===== src/rtl/vending_txn_core.sv =====
// Vending transaction engine: coin accumulation, pricing, vend on confirm,
// and greedy coin-by-coin change/refund over a valid/ack dispenser handshake.
module vending_txn_core #(
    parameter int                     NUM_COINS      = 5,
    parameter logic [8*NUM_COINS-1:0] COIN_VALUES    = {8'd50, 8'd20, 8'd10, 8'd5, 8'd1},
    parameter int                     MONEY_W        = 8,
    parameter int                     PRICE_W        = 7,
    parameter logic [31:0]            TIMEOUT_CYCLES = 32'd500_000_000
) (
    input  logic                 sys_clk,
    input  logic                 sys_rst,
    input  logic [NUM_COINS-1:0] coin_pulse,
    input  logic                 sel_goods,
    input  logic [PRICE_W-1:0]   unit_price,
    input  logic [1:0]           qty,
    input  logic                 confirm,
    input  logic                 cancel,
    input  logic                 coin_out_ack,
    output logic [2:0]           state_out,
    output logic [MONEY_W-1:0]   need_money,
    output logic [MONEY_W-1:0]   input_money,
    output logic [MONEY_W-1:0]   change_money,
    output logic                 vend_pulse,
    output logic [NUM_COINS-1:0] coin_out,
    output logic                 coin_out_valid,
    output logic                 error
);

    localparam int IDX_W = $clog2(NUM_COINS);
    localparam int SUM_W = ((MONEY_W > 8) ? MONEY_W : 8) + 4;
    localparam int CW    = ((PRICE_W + 2) > MONEY_W) ? (PRICE_W + 2) : MONEY_W;
    localparam logic [SUM_W-1:0] MONEY_MAX_S = SUM_W'((64'd1 << MONEY_W) - 64'd1);
    localparam logic [CW-1:0]    MONEY_MAX_C = CW'((64'd1 << MONEY_W) - 64'd1);

    typedef enum logic [2:0] {
        IDLE        = 3'd0,
        PAY         = 3'd1,
        VEND        = 3'd2,
        CHANGE      = 3'd3,
        CHANGE_WAIT = 3'd4
    } state_t;

    state_t               state, state_next;
    logic [MONEY_W-1:0]   need_next, input_next, change_next;
    logic [31:0]          timer, timer_next;
    logic [IDX_W-1:0]     coin_idx, idx_next;
    logic                 error_next;
    logic [SUM_W-1:0]     total_wide;
    logic [MONEY_W-1:0]   total_next;
    logic                 coins_ok, coin_taken;
    logic [CW-1:0]        price_wide;

    function automatic logic [SUM_W-1:0] pulse_sum(input logic [NUM_COINS-1:0] p);
        pulse_sum = '0;
        for (int i = 0; i < NUM_COINS; i++)
            if (p[i]) pulse_sum = pulse_sum + SUM_W'(COIN_VALUES[8*i +: 8]);
    endfunction

    function automatic logic [MONEY_W-1:0] coin_value(input logic [IDX_W-1:0] idx);
        coin_value = MONEY_W'(COIN_VALUES[8*idx +: 8]);
    endfunction

    // Denominations ascend with index, so the last fitting index is the largest coin.
    function automatic logic [IDX_W-1:0] select_coin(input logic [MONEY_W-1:0] amt);
        select_coin = '0;
        for (int i = 0; i < NUM_COINS; i++)
            if (SUM_W'(COIN_VALUES[8*i +: 8]) <= SUM_W'(amt)) select_coin = IDX_W'(i);
    endfunction

    always_ff @(posedge sys_clk or posedge sys_rst) begin
        if (sys_rst) begin
            state        <= IDLE;
            need_money   <= '0;
            input_money  <= '0;
            change_money <= '0;
            timer        <= '0;
            coin_idx     <= '0;
            error        <= 1'b0;
        end else begin
            state        <= state_next;
            need_money   <= need_next;
            input_money  <= input_next;
            change_money <= change_next;
            timer        <= timer_next;
            coin_idx     <= idx_next;
            error        <= error_next;
        end
    end

    always_comb begin
        state_next  = state;
        need_next   = need_money;
        input_next  = input_money;
        change_next = change_money;
        timer_next  = timer;
        idx_next    = coin_idx;
        error_next  = 1'b0;
        total_wide  = SUM_W'(input_money) + pulse_sum(coin_pulse);
        coins_ok    = (total_wide <= MONEY_MAX_S);
        coin_taken  = coins_ok && (coin_pulse != '0);
        total_next  = coins_ok ? total_wide[MONEY_W-1:0] : input_money;
        price_wide  = CW'(unit_price) * CW'(qty);
        case (state)
            IDLE: begin
                if (sel_goods) begin
                    if (qty == 2'd0 || price_wide > MONEY_MAX_C) begin
                        error_next = 1'b1;
                    end else begin
                        need_next   = price_wide[MONEY_W-1:0];
                        input_next  = '0;
                        change_next = '0;
                        timer_next  = '0;
                        state_next  = PAY;
                    end
                end
            end
            PAY: begin
                error_next = !coins_ok;
                input_next = total_next;
                timer_next = coin_taken ? 32'd0 : timer + 32'd1;
                if (cancel) begin
                    change_next = total_next;
                    state_next  = CHANGE;
                end else if (confirm && total_next >= need_money) begin
                    change_next = total_next - need_money;
                    state_next  = VEND;
                end else if (!coin_taken && (timer + 32'd1) >= TIMEOUT_CYCLES) begin
                    change_next = total_next;
                    state_next  = CHANGE;
                end
            end
            VEND: state_next = CHANGE;
            CHANGE: begin
                if (change_money == '0) begin
                    need_next  = '0;
                    input_next = '0;
                    state_next = IDLE;
                end else begin
                    idx_next   = select_coin(change_money);
                    state_next = CHANGE_WAIT;
                end
            end
            CHANGE_WAIT: begin
                if (coin_out_ack) begin
                    change_next = change_money - coin_value(coin_idx);
                    state_next  = CHANGE;
                end
            end
            default: state_next = IDLE;
        endcase
    end

    always_comb begin
        state_out      = state;
        vend_pulse     = (state == VEND);
        coin_out_valid = (state == CHANGE_WAIT);
        coin_out       = '0;
        if (state == CHANGE_WAIT) coin_out = NUM_COINS'(1) << coin_idx;
    end

endmodule


===== config.mk =====
export PLATFORM = sky130hd
export DESIGN_NAME = vending_txn_core
export DESIGN_NICKNAME = d
export VERILOG_FILES = /design/src/rtl/vending_txn_core.sv
export SDC_FILE = /design/constraint.sdc
export NUM_CORES = 1
export LEC_CHECK = 0
export BUFFER_PORTS_ARGS = -buffer_cell sky130_fd_sc_hd__buf_4
export CORE_UTILIZATION = 40
export CTS_CLUSTER_SIZE = 14
export DETAILED_ROUTE_END_ITERATION = 8
export PLACE_DENSITY = 0.61
export SYNTH_ARGS = -nofsm -noshare
export SYNTH_HDL_FRONTEND = slang
export SYNTH_SLANG_ARGS = --single-unit

===== constraint.sdc =====
create_clock -name sys_clk -period 4.85 [get_ports sys_clk]
set_input_delay 0.97 -clock sys_clk [delete_from_list [all_inputs] [get_ports sys_clk]]
set_output_delay 0.97 -clock sys_clk [all_outputs]
set_load 0.02 [all_outputs]

# [Word-level counts from Yosys, hierarchy flattened]
# Cells that the tools add are included.
[word_totals] register_bits=63 input_bits=20 output_inout_bits=35
[op_classes] addsub=8 multipliers=1 order_cmp=8 n_eq_ne=9 n_shift=2 muxes=38 bitwise_logic=1 n_reduce_logical=20
[op_table] op="$mux 32" count=3
[op_table] op="$mux 8" count=10
[op_table] op="$pmux 32 s2" count=1
[op_table] op="$mux 12" count=4
[op_table] op="$pmux 8 s3" count=2
[op_table] op="$shiftx 40x7->8 const A" count=1
[op_table] op="$add 32x1->32 const B" count=1
[op_table] op="$ge 32x29->1 const B" count=1
[op_table] op="$mux 3" count=10
[op_table] op="$pmux 8 s2" count=1
[op_table] op="$sub 8x8->8" count=2
[op_table] op="$pmux 3 s5" count=1
[op_table] op="$add 12x3->12 const B" count=1
[op_table] op="$add 12x4->12 const B" count=1
[op_table] op="$add 12x5->12 const B" count=1
[op_table] op="$add 12x6->12 const B" count=1
[op_table] op="$add 8x12->12" count=1
[op_table] op="$le 12x8->1 const B" count=1
[op_table] op="$reduce_and 4->1" count=3
[op_table] op="$gt 9x8->1 const B" count=1
[op_table] op="$mul 7x2->9" count=1
[op_table] op="$ge 8x8->1" count=1
[op_table] op="$le 3x8->1 const A" count=1
[op_table] op="$le 4x8->1 const A" count=1
[op_table] op="24 further kinds" count=36

# [Logic depth before layout (Yosys ltp)]
# Gate-level depths: netlist of the first run.
[depth] depth_word=18 mapped_depth=30 depth_no_buf=29

# [Worst setup path after synthesis of the first run]
# OpenSTA, ideal clock, no wires.
[synth_path] path_kind="input to register" start="input coin_pulse[0]" end="register change_money[2]" setup_time_ns=0.125 t_arrival_ns=6.158 required_time_ns=4.725 path_slack_ns=-1.433 path_stages=28 path_buffers=1 cell_sequence="inv_1 -> ha_1 -> nand2_1 -> o21a_1 -> inv_1 -> ha_1 -> nand2_1 -> nand2_1 -> a21boi_0 -> nand2_1 -> xor2_1 -> a22o_1 -> ha_1 -> a21oi_1 -> inv_1 -> o311a_1 -> clkbuf_1 -> o21ai_0 -> ha_1 -> nor2b_1 -> o31a_1 -> o31a_1 -> o31a_1 -> o21a_1 -> nor4b_2 -> a211oi_4 -> nand2_4 -> mux2_4"
[synth_between] elab_chain_cells=17 word_cells_on_any_way=25 cone_classes="add/sub: 6; order compare: 2; eq/ne: 1; mux: 10; reduce/logical: 6"
[synth_lines] item="from (decl)" line_no="12" text="input logic [NUM_COINS-1:0] coin_pulse,"
[synth_lines] item="$mux 1" line_no="56" text="if (p[i]) pulse_sum = pulse_sum + SUM_W'(COIN_VALUES[8*i +: 8]);"
[synth_lines] item="$add 12x3->12" line_no="56"
[synth_lines] item="$mux 12" line_no="56"
[synth_lines] item="$add 12x4->12" line_no="56"
[synth_lines] item="$mux 12" line_no="56"
[synth_lines] item="$add 12x5->12" line_no="56"
[synth_lines] item="$mux 12" line_no="56"
[synth_lines] item="$add 12x6->12" line_no="56"
[synth_lines] item="$mux 12" line_no="56"
[synth_lines] item="$add 8x12->12" line_no="98" text="total_wide = SUM_W'(input_money) + pulse_sum(coin_pulse);"
[synth_lines] item="$le 12x8->1" line_no="99" text="coins_ok = (total_wide <= MONEY_MAX_S);"
[synth_lines] item="$mux 8" line_no="101" text="total_next = coins_ok ? total_wide[MONEY_W-1:0] : input_money;"
[synth_lines] item="$ge 8x8->1" line_no="124" text="end else if (confirm && total_next >= need_money) begin"
[synth_lines] item="$logic_and 1x1->1" line_no="124"
[synth_lines] item="$mux 8" line_no="124"
[synth_lines] item="$mux 8" line_no="121" text="if (cancel) begin"
[synth_lines] item="$pmux 8 s3" line_no="103" text="case (state)"
[synth_lines] item="to (signal assigned)" line_no="83" text="change_money <= change_next;"
[synth_lines] item="to (decl)" line_no="22" text="output logic [MONEY_W-1:0] change_money,"
# Parallel ways exist; a longest one is shown, timed or not. The select of a mux whose other input is x is not followed.
# A chain may end at the register's enable or synchronous reset.

# [Final worst setup path of the first run]
[layout_path] start="input coin_pulse[0]" end="register change_money[4]"
# Same word-level chain as after synthesis.

==> flow_summary.ini, run 1 <==
[outcome]
status = complete, but fails checks
violations = setup timing

[cts]
cts_tree = built
cts_sinks = 63
root_buffer = clkbuf_16
clk_latency_ns = 0.34
path_clk_slew_ns = 0.05
htree_levels = 3
cts_buffers = 9
cts.path.max_buffers = 2

[logic_synthesis]
syn_nets = 731
synthCells = 670
dominantRegCellSynth = dfrtp_1
yosysTopAreaCell = dfrtp_1
ys_top_cells_by_area = dfrtp_1 28%, ha_1 8.3%, o21ai_0 6.3%
synth.distinct_cells = 74
async_flop_share = 1.00
avgSynthCellArea_sq_um = 8.30
netlist.area_leader.share = 0.283
synth_edf_count = 0
yosysSeqAreaShare = 0.283
ys_ff_latch = 63
yosysWarnings = 0
mappedNetlistArea_sq_um = 5560

[die]
dieWidth_um = 120
core_area_sq_um = 13400
start_util = 0.415
std_cell_rows = 42
dieArea_sq_um = 14400
ios = 55
fp.dieH_um = 120

[detailed_routing]
wl_um = 16100
routed_via_density = 5.78
ant_nets = 0
vias = 5521
first_pass_iters = 4
initialDrtViolationCount = 310
drc = 0
wl_per_cell_um = 16.9

[critical_path]
critPathMaxFanout = 7
start_kind = primary input
crit_required_ns = 5.07
critPathBufInv = 6
cp-end-kind = flop
worstRegToRegCells = 20
arrival_ns = 5.85
crit_type = primary input to flop
slowest_delay_ns = 0.39
worst-path-stages = 31
cp_slowest_cell = o311a_4
crit_family = compound AO/OA/AOI/OAI gates

[final_layout]
syn_to_final_growth_pct = 29.0
multi_input_area_sq_um = 3920
antenna_cells = 0
fin_cells = 956
final-seq-area_sq_um = 1580
drive_gt1_frac = 0.263
final.fill_count = 1247
finalInstanceArea_sq_um = 7170
layout.nets = 836

[power_and_ir_drop]
p_leak_nw = 3.25
p_per_area_nw_per_um2 = 617
peakVddDrop_uv = 282
total_power_mw = 4.42

[grt]
grt.overflow.total = 0
track_usage = 0.234
met2_usage = 0.366
busiest_layer = met2
grtUsageMet1 = 0.320
grt_pass1_wl_um = 26600
met3_usage = 0.0380
grt_start_max_net_pins = 42
antenna_found_initial = 0
grt_pass1_vias = 5207

[placement]
dpl.hpwl_um = 11900
placed_cells = 930
io_buffer_count = 54
gp_congestion = 0.936
dpl_cell_area_sq_um = 6630

[sta]
setup_ws_ns = -0.777
drv_slew = 0
hold_viol_final = 0
setup_violations = 10
tns_ns = -6.79
timing.hold.ws_ns = 0.523
period_share = 1.16
fmax_mhz = 178
worst_pin_slew_ns = 1.09
period_needed_ns = 5.63
slew_headroom = 0.270
fin_skew_ns = 0.00557
grt_setup_unrepaired = yes

[min_path]
hold_depth = 2
hold_path.class = flop to flop

[run]
drv_cap = 0
[sequential cells by signal (all words and copies together), names as in the netlist]
name,flops
timer,32
change_money,8
input_money,8
need_money,8
coin_idx,3
state_out,3
error,1
[per-stage QoR]
step,setup WS [ns],util
after floorplan,-0.969,-
after global placement,-1.08,0.494
after detailed placement,-1.26,0.494
after CTS,-0.786,0.527
after global routing,-0.989,0.535
final,-0.777,0.535
[synthesized netlist by cell type (12+ instances only)]
library cell and instances:
o21ai_0 70, nand2_1 67, dfrtp_1 63, nor2_1 53, ha_1 37, inv_1 32
a21oi_1 24, clkbuf_1 23, xnor2_1 18, and2_1 17, nor3_1 16, nand3_1 15
o31ai_1 15, nand4_1 14, a22o_1 12, a31oi_1 12, mux2i_1 12
[logic make-up after synthesis]
family | count (synthesis) | share of synthesized area
muxes | 18 | 0.0364
DFF | 63 | 0.283
AOI/OAI and AO/OA | 205 | 0.249
xor gates and xnor gates | 26 | 0.0409
and+or+nand+nor | 247 | 0.239
buffers and inverters | 70 | 0.0531
adders and majority gates | 41 | 0.0976
[timing repair]
item                                   4_1_cts  5_1_grt
setup buffers                                5        5
hold buffers                                 0        0
setup endpoints to repair                   10       10
gates resized for setup                     22       17
pin swaps                                    9       13
endpoints found under the hold margin        0        0
[worst min-delay path, cell delays in order, from the launching register on]
cell,delay [ns]
dfrtp_1,0.37
nand2_1,0.06
o31ai_1,0.06
[final cells by class]
cell class	instances	area share
Timing Repair Buffer	132	0.145
Tap cell	176	0.0307
Inverter	32	0.0188
Sequential cell	63	0.220
Clock buffer	13	0.0363
Clock inverter	3	0.00244
Multi-Input combinational cell	537	0.547
[worst paths after layout]
check | from | slack [ns] | to
worst min-delay path | need_money[5] | 0.52 | need_money[5]
worst min register to register | need_money[5] | 0.52 | need_money[5]
worst max-delay path | coin_pulse[0] | -0.78 | change_money[4]
worst max register to register | input_money[0] | 0.40 | change_money[4]
min in group asynchronous | sys_rst | 0.83 | coin_idx[1]
max in group asynchronous | sys_rst | 3.14 | need_money[7]
[cells in the final DEF, fill, tap and decap left out, types with 8 or more instances in the layout]
cell	instances
a21o_1	11
a21oi_1	21
a22o_1	12
a31oi_1	11
and2_1	17
buf_4	123
clkbuf_16	9
dfrtp_1	63
ha_1	28
ha_4	8
inv_1	26
mux2i_1	11
nand2_1	61
nand2b_1	11
nand3_1	15
nand4_1	14
nor2_1	53
nor3_1	16
o21a_1	8
o21ai_0	68
o31ai_1	15
xnor2_1	17
xor2_1	8
[layer usage]
| layer | up-vias | share of wire |
|---|---|---|
| met4 | 0 | 0.023 |
| met1 | 2676 | 0.46 |
| met2 | 139 | 0.46 |
| li1 | 2680 | - |
| met3 | 26 | 0.048 |
| met5 | - | 0 |
[power breakdown]
part	internal (mW)	switching, mW	leakage (nW)
clock	0.372	0.234	0.136
sequential	0.639	0.212	0.847
combinational	1.48	1.48	2.27
Note: power is estimated with default switching activity, not from simulation.
==> run 2: changes to the inputs <==
--- a/config.mk
+++ b/config.mk
@@ -6,10 +6,13 @@
 export NUM_CORES = 1
 export LEC_CHECK = 0
 export BUFFER_PORTS_ARGS = -buffer_cell sky130_fd_sc_hd__buf_4
-export CORE_UTILIZATION = 40
+export CELL_PAD_IN_SITES_DETAIL_PLACEMENT = 2
+export CELL_PAD_IN_SITES_GLOBAL_PLACEMENT = 2
+export CORE_ASPECT_RATIO = 2
+export CORE_UTILIZATION = 33
 export CTS_CLUSTER_SIZE = 14
 export DETAILED_ROUTE_END_ITERATION = 8
-export PLACE_DENSITY = 0.61
+export PLACE_DENSITY = 0.78
 export SYNTH_ARGS = -nofsm -noshare
 export SYNTH_HDL_FRONTEND = slang
 export SYNTH_SLANG_ARGS = --single-unit
==> run 2 against run 1 <==
Compared with the run above: the run still ends with setup timing left; setup slack worse by 0.48 ns; register-to-register slack lost 0.34 ns; sequential power is 2% higher.
==> flow_summary.ini, run 2 (synthesis results as in run 1) <==
[final_layout]
drive_gt1_frac = 0.275
top_register = timer
layout.nets = 837
antenna_cells = 0
layout_common_cells = 126 x buf_4, 65 x o21ai_0, 63 x dfrtp_1
syn_to_final_growth_pct = 31.3
fin_cells = 985
final_util = 0.447
largest_reg_flops = 32
mostFrequentLayoutCell = buf_4
finalInstanceArea_sq_um = 7300

[power_and_ir_drop]
p_leak_nw = 3.27
total_power_mw = 5.14
p_per_area_nw_per_um2 = 704
peakVddDrop_uv = 219

[die]
dieWidth_um = 93.8
dieArea_sq_um = 17400
start_util = 0.340
std_cell_rows = 66
fp.dieH_um = 186
ios = 55
core_area_sq_um = 16400

[placement]
pre_cts_ws_ns = -1.71
gp_congestion = 0.875
placed_cells = 957
dpl.hpwl_um = 17500
dpl_cell_area_sq_um = 6670
io_buffer_count = 54

[grt]
grt_pass1_vias = 6659
antenna_found_initial = 0
grt_start_max_net_pins = 42
grt.overflow.total = 0
grt_pass1_wl_um = 37900
track_usage = 0.294

[cts]
path_clk_slew_ns = 0.07
clk_latency_ns = 0.35
cts_tree = built
root_buffer = clkbuf_16
htree_levels = 3
cts_buffers = 9
cts_sinks = 63
cts.path.max_buffers = 2

[critical_path]
crit_required_ns = 5.08
critPathMaxFanout = 8
arrival_ns = 6.34
start_kind = primary input
crit_type = primary input to flop
cp-end-kind = flop

[sta]
fmax_mhz = 164
grt_setup_unrepaired = yes
period_needed_ns = 6.10
fin_skew_ns = 0.0115
worst_pin_slew_ns = 1.06
setup_ws_ns = -1.25
period_share = 1.26
setup_violations = 10
hold_viol_final = 0
drv_slew = 0
slew_headroom = 0.288

[detailed_routing]
wl_per_cell_um = 27.1
initialDrtViolationCount = 213
routed_via_density = 6.05
wl_um = 26700
drc = 0
ant_nets = 0
vias = 5955
first_pass_iters = 4

[run]
drv_cap = 0

[outcome]
status = complete, but fails checks
violations = setup timing

[min_path]
hold_path.class = flop to flop
-- run 2: cell types whose count changed in the layout (fill, tap and decap cells not counted), moves of 3 or more --
cell	change
buf_6	-4
buf_4	+3
o21ai_0	-3
ha_1	-4
-- run 2: metal layers --
metal	track usage	share of wire	vias up
met3	0.0351	0.035	103
met5	0	0	-
met4	0.209	0.077	0
met1	0.251	0.32	3027
met2	0.595	0.56	156
li1	-	-	2669
-- run 2: worst paths after layout --
check,endpoint,start,slack (ns),cells past startpoint
worst max-delay path,change_money[2],coin_pulse[0],-1.25,28
worst min-delay path,timer[10],timer[10],0.58,1
worst max register to register,change_money[2],input_money[0],0.06,19
worst min register to register,timer[10],timer[10],0.58,1
max in group asynchronous,timer[19],sys_rst,3.09,3
min in group asynchronous,timer[5],sys_rst,0.80,2
-- run 2: critical path, stage by stage --
cell	delay [ns]
buf_12	0.09
inv_12	0.03
ha_4	0.14
nand2_2	0.07
o21a_1	0.18
buf_6	0.15
buf_4	0.13
nor2_1	0.08
a31oi_2	0.39
o21ai_2	0.12
xnor2_2	0.16
ha_1	0.33
o21a_1	0.12
o31a_1	0.14
o311a_4	0.41
buf_8	0.15
mux2_2	0.27
buf_4	0.15
inv_1	0.06
ha_1	0.30
nand4_1	0.13
nor2_1	0.39
o31a_1	0.25
o211a_4	0.26
mux2i_1	0.29
buf_4	0.15
o22ai_1	0.08
mux2_4	0.31
-- run 2: layout make-up --
class / count / area, sq um
Clock buffer: 10 / 229
Clock inverter: 6 / 61.3
Fill cell: 1806 / 9050
Inverter: 32 / 133
Multi-Input combinational cell: 537 / 3990
Sequential cell: 63 / 1580
Tap cell: 204 / 255
Timing Repair Buffer: 133 / 1050
-- run 2: what timing repair did --
action,in CTS,in global routing
pin swaps,15,8
setup buffers,6,6
hold buffers,0,0
endpoints found under the setup margin,10,10
resized for setup,30,22
gates cloned,0,0
-- run 2: power by group --
part | switching [mW] | leakage (nW) | total [mW] | internal [mW]
combinational | 2.01 | 2.28 | 3.60 | 1.59
sequential | 0.227 | 0.847 | 0.865 | 0.638
clock | 0.276 | 0.142 | 0.673 | 0.397
total | 2.51 | 3.27 | 5.14 | 2.63
-- run 2: metrics by stage --
step	TNS (ns)	hold WS, ns
4_1_cts	-8.73	0.551
3_5_place_dp	-15.44	0.514
2_1_floorplan	-8.15	0.478
3_3_place_gp	-12.44	0.505
6_report	-10.80	0.580
5_1_grt	-12.06	0.608
